[src/rtl/pipe_arb_pkg.sv]
`default_nettype none
// +----------------------------------------------------------------------------+
// | Module      : pipe_arb_pkg                                                 |
// | Description : Shared widths, the in-flight tag type and a saturating       |
// |               increment helper for the pipe_arbiter slice.                 |
// | Revision    : 1.0 - initial release                                        |
// +----------------------------------------------------------------------------+
package pipe_arb_pkg;

   localparam int DATA_W = 16;
   localparam int CNT_W  = 16;
   localparam int ID_W   = 1;

   // One tag travels alongside every word pushed into the external pipeline.
   typedef struct packed {
      logic            valid;
      logic [ID_W-1:0] id;
   } tag_t;

   localparam int   TAG_W    = $bits(tag_t);
   localparam tag_t TAG_IDLE = '{valid: 1'b0, id: '0};

   function automatic logic [CNT_W-1:0] sat_inc(input logic [CNT_W-1:0] v);
      return (&v) ? v : v + CNT_W'(1);
   endfunction

endpackage
`default_nettype wire

[src/rtl/tag_delay_line.sv]
`default_nettype none
// +----------------------------------------------------------------------------+
// | Module      : tag_delay_line                                               |
// | Description : LATENCY-stage shift register of {valid,id} tags that tracks  |
// |               which requester owns each word in the external pipeline.     |
// | Ports       : clk, rst_n        - clock, async active-low reset            |
// |               tag_i             - tag entering stage 0 every edge          |
// |               tag_o             - tag leaving the last stage               |
// |               any_valid_o       - some stage holds a valid tag             |
// | Revision    : 1.0 - initial release                                        |
// +----------------------------------------------------------------------------+
module tag_delay_line
   import pipe_arb_pkg::*;
#(
   parameter int LATENCY = 4
) (
   input  logic             clk,
   input  logic             rst_n,
   input  logic [TAG_W-1:0] tag_i,
   output logic [TAG_W-1:0] tag_o,
   output logic             any_valid_o
);

   tag_t stage_q [LATENCY];

   always_ff @(posedge clk or negedge rst_n) begin
      if (!rst_n) begin
         for (int i = 0; i < LATENCY; i++) begin
            stage_q[i] <= TAG_IDLE;
         end
      end else begin
         stage_q[0] <= tag_t'(tag_i);
         for (int i = 1; i < LATENCY; i++) begin
            stage_q[i] <= stage_q[i-1];
         end
      end
   end

   always_comb begin
      any_valid_o = 1'b0;
      for (int i = 0; i < LATENCY; i++) begin
         any_valid_o = any_valid_o | stage_q[i].valid;
      end
   end

   assign tag_o = stage_q[LATENCY-1];

endmodule
`default_nettype wire

[src/rtl/pipe_arbiter.sv]
`default_nettype none
// +----------------------------------------------------------------------------+
// | Module      : pipe_arbiter                                                 |
// | Description : Round-robin arbiter feeding two requesters into one external |
// |               fixed-latency pipeline, with response routing by tag.        |
// | Ports       : clk, rst_n                 - clock, async active-low reset   |
// |               reqN_valid/data/ready      - requester handshakes (N=0,1)    |
// |               pipe_datain / pipe_dataout - external pipeline in / out      |
// |               rspN_valid, rsp_data       - routed pipeline response        |
// |               issue_cnt0/1               - saturating transfer counters    |
// |               busy                       - a word is in flight             |
// | Revision    : 1.0 - initial release                                        |
// +----------------------------------------------------------------------------+
module pipe_arbiter
   import pipe_arb_pkg::*;
#(
   parameter int LATENCY = 4
) (
   input  logic              clk,
   input  logic              rst_n,
   input  logic              req0_valid,
   input  logic              req1_valid,
   input  logic [DATA_W-1:0] req0_data,
   input  logic [DATA_W-1:0] req1_data,
   output logic              req0_ready,
   output logic              req1_ready,
   output logic [DATA_W-1:0] pipe_datain,
   input  logic [DATA_W-1:0] pipe_dataout,
   output logic              rsp0_valid,
   output logic              rsp1_valid,
   output logic [DATA_W-1:0] rsp_data,
   output logic [CNT_W-1:0]  issue_cnt0,
   output logic [CNT_W-1:0]  issue_cnt1,
   output logic              busy
);

   logic              last_q, last_d;     // id of the most recent grant
   logic [DATA_W-1:0] din_q, din_d;
   tag_t              issue_tag_q, issue_tag_d;
   logic [CNT_W-1:0]  cnt0_q, cnt0_d, cnt1_q, cnt1_d;

   logic              gnt0, gnt1, xfer;
   logic [TAG_W-1:0]  out_tag_bits;
   tag_t              out_tag;
   logic              line_busy;

   // Grants are gated by rst_n so nothing is accepted while reset is held.
   always_comb begin
      gnt0 = 1'b0;
      gnt1 = 1'b0;
      if (rst_n) begin
         if (req0_valid && req1_valid) begin
            gnt0 = last_q;    // last went to 1, so 0 goes next
            gnt1 = !last_q;
         end else begin
            gnt0 = req0_valid;
            gnt1 = req1_valid;
         end
      end
   end

   assign req0_ready = gnt0;
   assign req1_ready = gnt1;
   assign xfer       = gnt0 | gnt1;

   always_comb begin
      last_d      = last_q;
      din_d       = '0;
      issue_tag_d = TAG_IDLE;
      cnt0_d      = cnt0_q;
      cnt1_d      = cnt1_q;
      if (xfer) begin
         last_d         = gnt1;
         din_d          = gnt1 ? req1_data : req0_data;
         issue_tag_d    = '{valid: 1'b1, id: gnt1};
         if (gnt0) cnt0_d = sat_inc(cnt0_q);
         if (gnt1) cnt1_d = sat_inc(cnt1_q);
      end
   end

   always_ff @(posedge clk or negedge rst_n) begin
      if (!rst_n) begin
         last_q      <= 1'b1;
         din_q       <= '0;
         issue_tag_q <= TAG_IDLE;
         cnt0_q      <= '0;
         cnt1_q      <= '0;
      end else begin
         last_q      <= last_d;
         din_q       <= din_d;
         issue_tag_q <= issue_tag_d;
         cnt0_q      <= cnt0_d;
         cnt1_q      <= cnt1_d;
      end
   end

   // The issue tag sits beside pipe_datain; the delay line then adds the
   // LATENCY edges the external pipeline takes to move that word to its output.
   tag_delay_line #(
      .LATENCY     (LATENCY)
   ) u_tag_delay_line (
      .clk         (clk),
      .rst_n       (rst_n),
      .tag_i       (issue_tag_q),
      .tag_o       (out_tag_bits),
      .any_valid_o (line_busy)
   );

   assign out_tag     = tag_t'(out_tag_bits);
   assign rsp0_valid  = out_tag.valid && (out_tag.id == 1'b0);
   assign rsp1_valid  = out_tag.valid && (out_tag.id == 1'b1);
   assign rsp_data    = pipe_dataout;
   assign pipe_datain = din_q;
   assign issue_cnt0  = cnt0_q;
   assign issue_cnt1  = cnt1_q;
   assign busy        = issue_tag_q.valid | line_busy;

endmodule
`default_nettype wire

[config.mk]
export PLATFORM = sky130hd
export DESIGN_NAME = pipe_arbiter
export DESIGN_NICKNAME = d
export VERILOG_FILES = /design/src/rtl/pipe_arb_pkg.sv /design/src/rtl/tag_delay_line.sv /design/src/rtl/pipe_arbiter.sv
export SDC_FILE = /design/constraint.sdc
export NUM_CORES = 1
export LEC_CHECK = 0
export ABC_AREA = 1
export ABC_CLOCK_PERIOD_IN_PS = 3600
export BUFFER_PORTS_ARGS = -buffer_cell sky130_fd_sc_hd__buf_2
export CAP_MARGIN = 20
export CORE_UTILIZATION = 40
export DETAILED_ROUTE_END_ITERATION = 10
export PLACE_DENSITY = 0.79
export SETUP_SLACK_MARGIN = 0.05
export SLEW_MARGIN = 10
export SYNTH_ARGS = -nofsm -noshare
export SYNTH_HDL_FRONTEND = slang
export SYNTH_SLANG_ARGS = --single-unit
[constraint.sdc]
create_clock -name clk -period 3.6 [get_ports clk]
set_clock_uncertainty 0.05 [all_clocks]
set_input_delay 0.54 -clock clk [delete_from_list [all_inputs] [get_ports clk]]
set_output_delay 0.54 -clock clk [all_outputs]
set_load 0.05 [all_outputs]
==> results of run 1 <==
[flip-flops by register name, summed over array words and instances (netlist names)]
name and flops:
u_tag_delay_line.stage_q 6, pipe_datain 16, issue_tag_q 2, last_q 1, issue_cnt0 16, issue_cnt1 16, u_tag_delay_line.tag_o 2
[metal layers]
metal | wire length [µm] | up-vias
li1 | - | 1352
met1 | 2880 | 1267
met2 | 3260 | 83
met3 | 392 | 11
met4 | 91 | 0
met5 | 0 | -
[synth_stat cells (2+ instances only)]
master,n
o21ai_2,3
nand3_1,15
nor3_1,2
nor2_1,65
o21ai_0,5
inv_1,29
dfrtp_1,58
a21oi_1,17
ha_1,2
buf_4,18
nand2_4,3
nand4_1,11
nand3b_1,5
o21ai_1,2
buf_2,2
nand2_2,4
buf_6,2
inv_2,4
xor2_1,5
nand2_1,118
xnor2_1,9
[worst register-to-register path, stage by stage, from the launching register on]
cell and delay (ns):
dfstp_2 0.55, inv_1 0.05, nand2_1 0.05, nand3_1 0.16, inv_2 0.34, nand2_4 0.18, inv_1 0.24, nand2_1 0.09
nand2_1 0.06
[layout by cell type (no fill, tap or decap)]
cell type / instances
a21oi_1: 17
a21oi_2: 1
buf_2: 88
buf_4: 2
clkbuf_1: 2
clkbuf_8: 10
clkinv_2: 3
dfrtp_1: 58
dfstp_2: 1
dlygate4sd3_1: 1
ha_1: 2
inv_1: 29
inv_2: 4
nand2_1: 118
nand2_2: 4
nand2_4: 3
nand3_1: 15
nand3_2: 1
nand3b_1: 5
nand3b_2: 1
nand4_1: 11
nor2_1: 65
nor2_2: 1
nor2_4: 1
nor3_1: 2
o21ai_0: 5
o21ai_1: 2
o21ai_2: 3
xnor2_1: 9
xor2_1: 5
[cells by family after synthesis]
logic type,Yosys count,synth area share (%)
AO/OA/AOI/OAI,28,5.06
AND/OR/NAND/NOR,227,31.8
flip-flops,59,48.2
buffers and inverters,56,10.2
adder cells (fa/ha/maj),2,0.816
XOR/XNOR,14,4.00
[layout make-up]
type	count	share of cell area, %
Clock inverter	3	0.414
Timing Repair Buffer	91	12.8
Sequential cell	59	40.7
Inverter	33	3.41
Multi-Input combinational cell	271	35.2
Clock buffer	12	4.00
Tap cell	99	3.41
[report_power, final]
group / leakage [nW] / switching [W] / internal, W
Combinational: 1.06 / 0.000418 / 0.000145
Clock: 0.0860 / 0.000253 / 0.000261
Sequential: 0.775 / 0.0000899 / 0.000744
[stage by stage]
step	hold WS, ns	setup slack, ns	instance area, µm²
after floorplan	0.194	1.75	3070
after global placement	0.283	1.37	3460
after detailed placement	0.285	1.28	3460
after CTS	0.298	0.769	3630
after global routing	0.304	0.665	3630
final	0.297	0.802	3630
[worst min path at each step]
stage / endpoint / depth (start not counted)
finish: u_tag_delay_line.tag_o[0] / 0
global route: u_tag_delay_line.tag_o[0] / 0
CTS: u_tag_delay_line.tag_o[0] / 0
detailed placement: u_tag_delay_line.tag_o[0] / 0
global placement: u_tag_delay_line.stage_q[2] / 0
floorplan: issue_cnt0[0] / 0
==> summary.txt, run 1 <==
Synth
  – Post-synth EDFFs: 0
  – Share of the synthesized area in the top cell type: 47.3%
  – Synth top area cells: dfrtp_1, nand2_1, nor2_1
  – Post-Syn Instances: 386
  – Syn Nets: 440
  – Prevailing post-synth register cell: dfrtp_1
  – Syn Std Cell Area: 3070 µm²
  – Avg Cell Area, Syn: 7.95 µm²
  – YS warnings: 0
  – Synth area leader: dfrtp_1
  – Synthesized flop and latch total: 59
  – Yosys cell types: 28
  – Register area share after synthesis: 48.2%
  – Fraction of registers with async set/reset: 100%

Global route
  – Grt met1 use: 21.2%
  – Met3 Usage GRT: 5.03%
  – First-pass GRT wire length: 10700 µm
  – Gr busiest metal: met2
  – Antenna violations before repair: 0
  – Met2 Use GR: 29.5%
  – Gr usage total: 17.5%
  – Global route overflow: 0
  – Number of global-route vias before repair: 2460
  – Largest net degree at the start of global routing: 54

Route
  – Antenna-violating nets left: 0
  – Drt wl/cell: 11.7 µm
  – Vias: 2713
  – Initial DRC Count: 100
  – Vias per Instance: 4.78
  – Drt total wl: 6620 µm
  – Residual DRC count: 0
  – Number of iterations in the first detailed-routing pass: 5

Critical path
  – Crit path max-delay family: buffers and inverters
  – Worst setup SP type: primary input
  – Crit-path max FO: 21
  – Critical Path Most Common Cell: buf_2
  – CP startpoint: rst_n
  – Largest stage delay, worst path: 0.53 ns
  – R2R cell count: 8
  – Nature of the critical path endpoint: output port
  – Crit path kind: in2out
  – R2R setup slack: 1.75 ns
  – Req. time, crit path: 3.01 ns
  – Crit path cell chain: dlygate4sd3_1, buf_2, nand3_1, inv_2, buf_2
  – Critical R2R Capture: issue_cnt0[3]
  – Crit path capture: req0_ready
  – Arr. time, crit path: 2.21 ns
  – Critical Path Stages: 5
  – Crit path buffers/inverters: 4
  – Worst r2r src: last_q
  – Crit-path slowest cell: dlygate4sd3_1

Clock tree
  – H-tree depth: 3
  – Post-CTS resize count: 0
  – Clock Sinks: 59
  – Clk_lat worst skew: 0.34 ns
  – CTS Buf Count: 9
  – Clk slew on worst S/H paths: 0.06 ns
  – Post-CTS setup buffer count: 0
  – Maximum clock insertion buffer count: 2
  – CTS tree: yes
  – Post-CTS Hold Fix Bufs: 1
  – Clock root buffer: clkbuf_8

Floorplanning
  – Initial Utilization: 41.9%
  – Core area: 7330 µm²
  – Die H: 89.6 µm
  – Die area: 8020 µm²
  – Die Span X: 89.6 µm
  – I/O pin count: 121
  – Cell Rows: 31

Layout
  – Multi-input gate area: 1280 µm²
  – Post-route insts no fill: 568
  – Register area: 1480 µm²
  – Finished Core Util: 49.5%
  – Share of layout cells above drive strength 1: 26.2%
  – Fin nets: 519
  – Number of diodes: 0
  – Synthesis-to-finish area growth: 18.3%
  – Fill cells: 721

Placement
  – Placer congestion estimate: 0.851
  – Hpwl dp: 4880 µm
  – Cells after DPL: 552
  – Port-buffer cells: 88

STA
  – Tcrit/Tclk final: 77.7%
  – Fin Setup TNS: 0 ns
  – Minimum clock period after layout: 2.80 ns
  – Pins over their slew limit: 0
  – Fmax: 357 MHz
  – Final Hold Viols: 0
  – Worst slew pin tran: 0.652 ns
  – Setup Viol. Count Final: 0
  – RSZ-0062 raised after global routing: no
  – Slew HR: 56.6%

Run status
  – Status: finished clean

Hold path
  – Worst min path class: reg2reg
  – Min-delay src: u_tag_delay_line.stage_q[2]

Power
  – P_leak: 1.92 nW
  – PwrDens: 527 nW/µm²
  – Final Power: 0.00191 W
  – Peak supply drop: 0.186 mV

Flow run
  – Max-cap violations: 0
Note: power is estimated with default switching activity, not from simulation.
==> run 2: changes to the inputs <==
ABC_CLOCK_PERIOD_IN_PS = 2800   (was 3600)
clock period = 2.8 ns   (was 3.6 ns; I/O delays follow)
==> summary.txt, run 2 (synthesized netlist as in run 1, its figures left out) <==
Global route
  – Antenna violations before repair: 0
  – Global route overflow: 0
  – Largest net degree at the start of global routing: 47
  – First-pass GRT wire length: 10500 µm
  – Number of global-route vias before repair: 2388
  – Gr usage total: 17.1%

Floorplanning
  – Cell Rows: 31
  – Initial Utilization: 41.9%
  – Die H: 89.6 µm
  – Die area: 8020 µm²
  – I/O pin count: 121
  – Die Span X: 89.6 µm
  – Core area: 7330 µm²

Run status
  – Status: finished clean

STA
  – Setup Viol. Count Final: 0
  – Worst hold margin: 0.260 ns
  – RSZ-0062 raised after global routing: no
  – Minimum clock period after layout: 2.55 ns
  – Pins over their slew limit: 0
  – Final Hold Viols: 0
  – Fmax: 392 MHz
  – Fin Setup TNS: 0 ns
  – Slew HR: 62.0%
  – Worst setup margin: 0.248 ns
  – Tcrit/Tclk final: 91.1%
  – Worst slew pin tran: 0.570 ns

Critical path
  – Arr. time, crit path: 2.08 ns
  – Crit path kind: in2out
  – Nature of the critical path endpoint: output port
  – Crit-path max FO: 21
  – Req. time, crit path: 2.33 ns
  – Worst setup SP type: primary input

Layout
  – Most common cell after layout, fill and taps aside: nand2_1
  – Commonest cells after routing, fill and taps aside: nand2_1, buf_2, nor2_1
  – Share of layout cells above drive strength 1: 26.2%
  – Synthesis-to-finish area growth: 18.4%
  – Number of diodes: 0
  – Fin nets: 519
  – Final instance area: 3630 µm²

Placement
  – Placement Setup Slack: 0.649 ns
  – Hpwl dp: 4850 µm
  – Port-buffer cells: 88
  – Placer congestion estimate: 0.812
  – Placed inst area: 3460 µm²

Route
  – Antenna-violating nets left: 0
  – Number of iterations in the first detailed-routing pass: 6
  – Drt wl/cell: 11.6 µm
  – Initial DRC Count: 78
  – Residual DRC count: 0
  – Vias per Instance: 4.70
  – Vias: 2668
  – Drt total wl: 6580 µm

Power
  – Sequential power share: 43.7%
  – NetSw: 0.000971 W
  – P_leak: 1.92 nW
  – Peak supply drop: 0.254 mV
  – Final Power: 0.00245 W
  – Switching share of power: 39.6%
  – PwrDens: 675 nW/µm²
  – Clock share of power: 26.7%
  – Internal: 0.00148 W
  – Logic pwr share: 29.6%

Clock tree
  – H-tree depth: 3
  – Clk slew on worst S/H paths: 0.07 ns
  – Maximum clock insertion buffer count: 2
  – CTS tree: yes
  – CTS Buf Count: 9
  – Clock root buffer: clkbuf_8
  – Clk_lat worst skew: 0.32 ns
  – Clock Sinks: 59

Flow run
  – Max-cap violations: 0

Hold path
  – Worst min path class: in2reg
[run 2: cell count changes in the layout (fill, tap and decap cells not counted)]
cell / delta
buf_2: -1
clkbuf_4: +1
clkinv_2: +1
inv_2: -1
[run 2: worst max-delay path, cell delays in order]
cell and delay, ns:
dlygate4sd3_1 0.55, clkbuf_4 0.25, nand3_1 0.23, clkinv_2 0.31
buf_2 0.32
[run 2: path summary, 6_finish.rpt]
kind	from	to	slack, ns	cells past startpoint
setup / recovery	rst_n	req0_ready	0.25	5
hold / removal	req0_valid	issue_tag_q[0]	0.26	2
setup reg to reg	issue_cnt0[0]	issue_cnt0[13]	1.02	8
max in group asynchronous	rst_n	pipe_datain[3]	1.37	3
min in group asynchronous	rst_n	pipe_datain[13]	0.50	2
hold reg to reg	issue_tag_q[0]	u_tag_delay_line.stage_q[6]	0.30	0
[run 2: repair_timing]
action / CTS / global route
gates resized for setup: 0 / 2
buffers inserted: 0 / 0
endpoints found under the setup margin: 0 / 1
hold buffers: 1 / 0
endpoints found under the hold margin: 12 / 0
[run 2: per-stage QoR]
stage,cells,utilization [%]
after CTS,568,49.5
after global placement,552,47.2
after detailed placement,552,47.2
after floorplan,386,-
final,568,49.6
after global routing,568,49.6
[run 2: layer usage]
metal / up-vias / part of all wire, % / global-route usage, % / wire, µm
li1: 1351 / - / - / -
met4: 0 / 0.96 / 8.08 / 63
met3: 7 / 5.6 / 4.30 / 366
met1: 1242 / 44 / 20.4 / 2890
met2: 68 / 49 / 28.9 / 3250
met5: - / 0 / 0 / 0
[run 2: area by class of cell]
type | instances | area [µm²]
Fill cell | 708 | 3700
Sequential cell | 59 | 1480
Multi-Input combinational cell | 271 | 1280
Timing Repair Buffer | 91 | 468
Clock buffer | 12 | 145
Inverter | 33 | 125
Tap cell | 99 | 124
Clock inverter | 3 | 15.0
[run 2: power by group through the flow]
stage | sequential (W) | combinational [W] | clock, W
final | 0.00107 | 0.000726 | 0.000655
after detailed placement | 0.00108 | 0.000729 | 0
after global placement | 0.00108 | 0.000715 | 0
after global routing | 0.00109 | 0.000786 | 0.000717
after floorplan | 0.00137 | 0.000317 | 0
after CTS | 0.00107 | 0.000733 | 0.000678
==> run 3: changes to the inputs <==
BUFFER_PORTS_ARGS = unset   (was -buffer_cell sky130_fd_sc_hd__buf_2)
DONT_BUFFER_PORTS = 1   (was unset)
GPL_ROUTABILITY_DRIVEN = 1   (was unset)
PLACE_DENSITY = 0.65   (was 0.79)
==> summary.txt, run 3 (synthesized netlist as in run 1, its figures left out) <==
Run status
  – Status: finished clean

Critical path
  – Crit-path max FO: 21
  – Nature of the critical path endpoint: output port
  – Crit path buffers/inverters: 3
  – Req. time, crit path: 2.33 ns
  – R2R cell count: 9
  – Critical R2R Capture: issue_cnt1[6]
  – Worst setup SP type: flop
  – Crit path capture: req0_ready
  – CP startpoint: last_q
  – Arr. time, crit path: 1.81 ns
  – Crit path max-delay family: buffers and inverters
  – Crit-path slowest cell: dfstp_2
  – Crit path kind: reg2out
  – Crit path cell chain: inv_1, nand2_1, nand3_1, inv_2, buf_4
  – Worst r2r src: issue_cnt1[0]
  – R2R setup slack: 0.72 ns
  – Critical Path Stages: 5
  – Largest stage delay, worst path: 0.56 ns

Placement
  – Placed inst area: 3160 µm²
  – Hpwl dp: 4460 µm
  – Port-buffer cells: 0
  – Placer congestion estimate: 0.755

Clock tree
  – Clock root buffer: clkbuf_8
  – Clk_lat worst skew: 0.33 ns
  – CTS Buf Count: 9
  – Post-CTS setup buffer count: 0
  – H-tree depth: 3
  – Clk slew on worst S/H paths: 0.06 ns
  – CTS tree: yes
  – Maximum clock insertion buffer count: 2
  – Clock Sinks: 59

Layout
  – Fin nets: 450
  – Number of diodes: 0
  – Commonest cells after routing, fill and taps aside: nand2_1, nor2_1, dfrtp_1
  – Final instance area: 3440 µm²
  – Fill cells: 738
  – Share of layout cells above drive strength 1: 14.0%
  – Most common cell after layout, fill and taps aside: nand2_1
  – Synthesis-to-finish area growth: 12.2%

STA
  – Fmax: 439 MHz
  – RSZ-0062 raised after global routing: no
  – Tcrit/Tclk final: 81.3%
  – Worst slew pin tran: 0.875 ns
  – Final Hold Viols: 0
  – Worst hold margin: 0.121 ns
  – Setup Viol. Count Final: 0
  – Slew HR: 41.4%
  – Minimum clock period after layout: 2.28 ns
  – Pins over their slew limit: 0
  – Fin Setup TNS: 0 ns

Power
  – Internal: 0.00173 W
  – NetSw: 0.000983 W
  – P_leak: 1.66 nW
  – Logic pwr share: 20.0%
  – Sequential power share: 45.0%
  – PwrDens: 787 nW/µm²
  – Clock share of power: 35.0%
  – Peak supply drop: 0.269 mV
  – Switching share of power: 36.3%

Global route
  – Global route overflow: 0
  – Number of global-route vias before repair: 2185
  – First-pass GRT wire length: 10000 µm
  – Antenna violations before repair: 0
  – Largest net degree at the start of global routing: 60
  – Gr usage total: 16.9%

Floorplanning
  – I/O pin count: 121
  – Initial Utilization: 41.9%
  – Die area: 8020 µm²
  – Cell Rows: 31
  – Die Span X: 89.6 µm
  – Core area: 7330 µm²
  – Die H: 89.6 µm

Route
  – Vias: 2429
  – Antenna-violating nets left: 0
  – Number of iterations in the first detailed-routing pass: 4
  – Vias per Instance: 4.86
  – Drt wl/cell: 13.0 µm
  – Drt total wl: 6490 µm
  – Initial DRC Count: 80
  – Residual DRC count: 0

Flow run
  – Max-cap violations: 0

Hold path
  – Worst min path class: in2reg
  – Min-delay src: req0_valid
==> run 3: stage by stage <==
stage          util (%)  instances  setup slack, ns  total power [W]
6_report           46.9        500            0.523          0.00271
5_1_grt            46.9        500            0.406          0.00285
4_1_cts            46.9        500            0.497          0.00274
3_5_place_dp       43.1        482            0.736          0.00176
3_3_place_gp       43.1        482            0.800          0.00174
2_1_floorplan         -        386            0.951          0.00169
==> run 3: worst min-delay path by stage <==
stage | end | slack, ns | depth (start not counted)
after floorplan | issue_cnt0[0] | 0.07 | 0
after global placement | issue_cnt0[3] | 0.08 | 0
after detailed placement | issue_cnt0[1] | 0.08 | 0
after CTS | issue_tag_q[0] | 0.10 | 1
after global routing | issue_tag_q[0] | 0.1 | 1
final | issue_tag_q[0] | 0.12 | 1
==> run 3: routing by layer <==
metal / track usage (%) / vias up / part of all wire [%] / routed length [µm]
met3: 6.58 / 7 / 6.2 / 403
met1: 21.5 / 1141 / 47 / 3040
li1: - / 1211 / - / -
met4: 6.49 / 0 / 1.3 / 85
met5: 0 / - / 0 / 0
met2: 25.9 / 70 / 46 / 2950
==> run 3: cell type report <==
type                            instances  area (µm²)  area share [%]
Clock inverter                          5         100            2.91
Sequential cell                        59        1480            42.9
Timing Repair Buffer                   22         188            5.45
Multi-Input combinational cell        271        1290            37.4
Tap cell                               99         124            3.60
Clock buffer                           11         141            4.11
Inverter                               33         124            3.60
==> run 3: worst register-to-register path, cell delays in order, from the launching register on <==
cell and delay (ns):
dfrtp_1 0.73, ha_1 0.37, nand3_2 0.12, inv_1 0.12, nand2_2 0.08, nand2_4 0.07, nand2_4 0.15, inv_2 0.17
nand2_1 0.06, o21ai_0 0.09
==> run 3: power by group through the flow <==
stage / sequential, W / combinational, W / clock, W
after CTS: 0.00122 / 0.000548 / 0.000971
after detailed placement: 0.00124 / 0.000523 / 0
after global routing: 0.00124 / 0.000599 / 0.00102
after global placement: 0.00123 / 0.000510 / 0
final: 0.00122 / 0.000542 / 0.000949
after floorplan: 0.00137 / 0.000317 / 0
==> run 3: repair_timing <==
item / 4_1_cts / 5_1_grt
hold endpoints to repair: 59 / 0
gates resized for setup: 0 / 0
hold buffers: 2 / 0
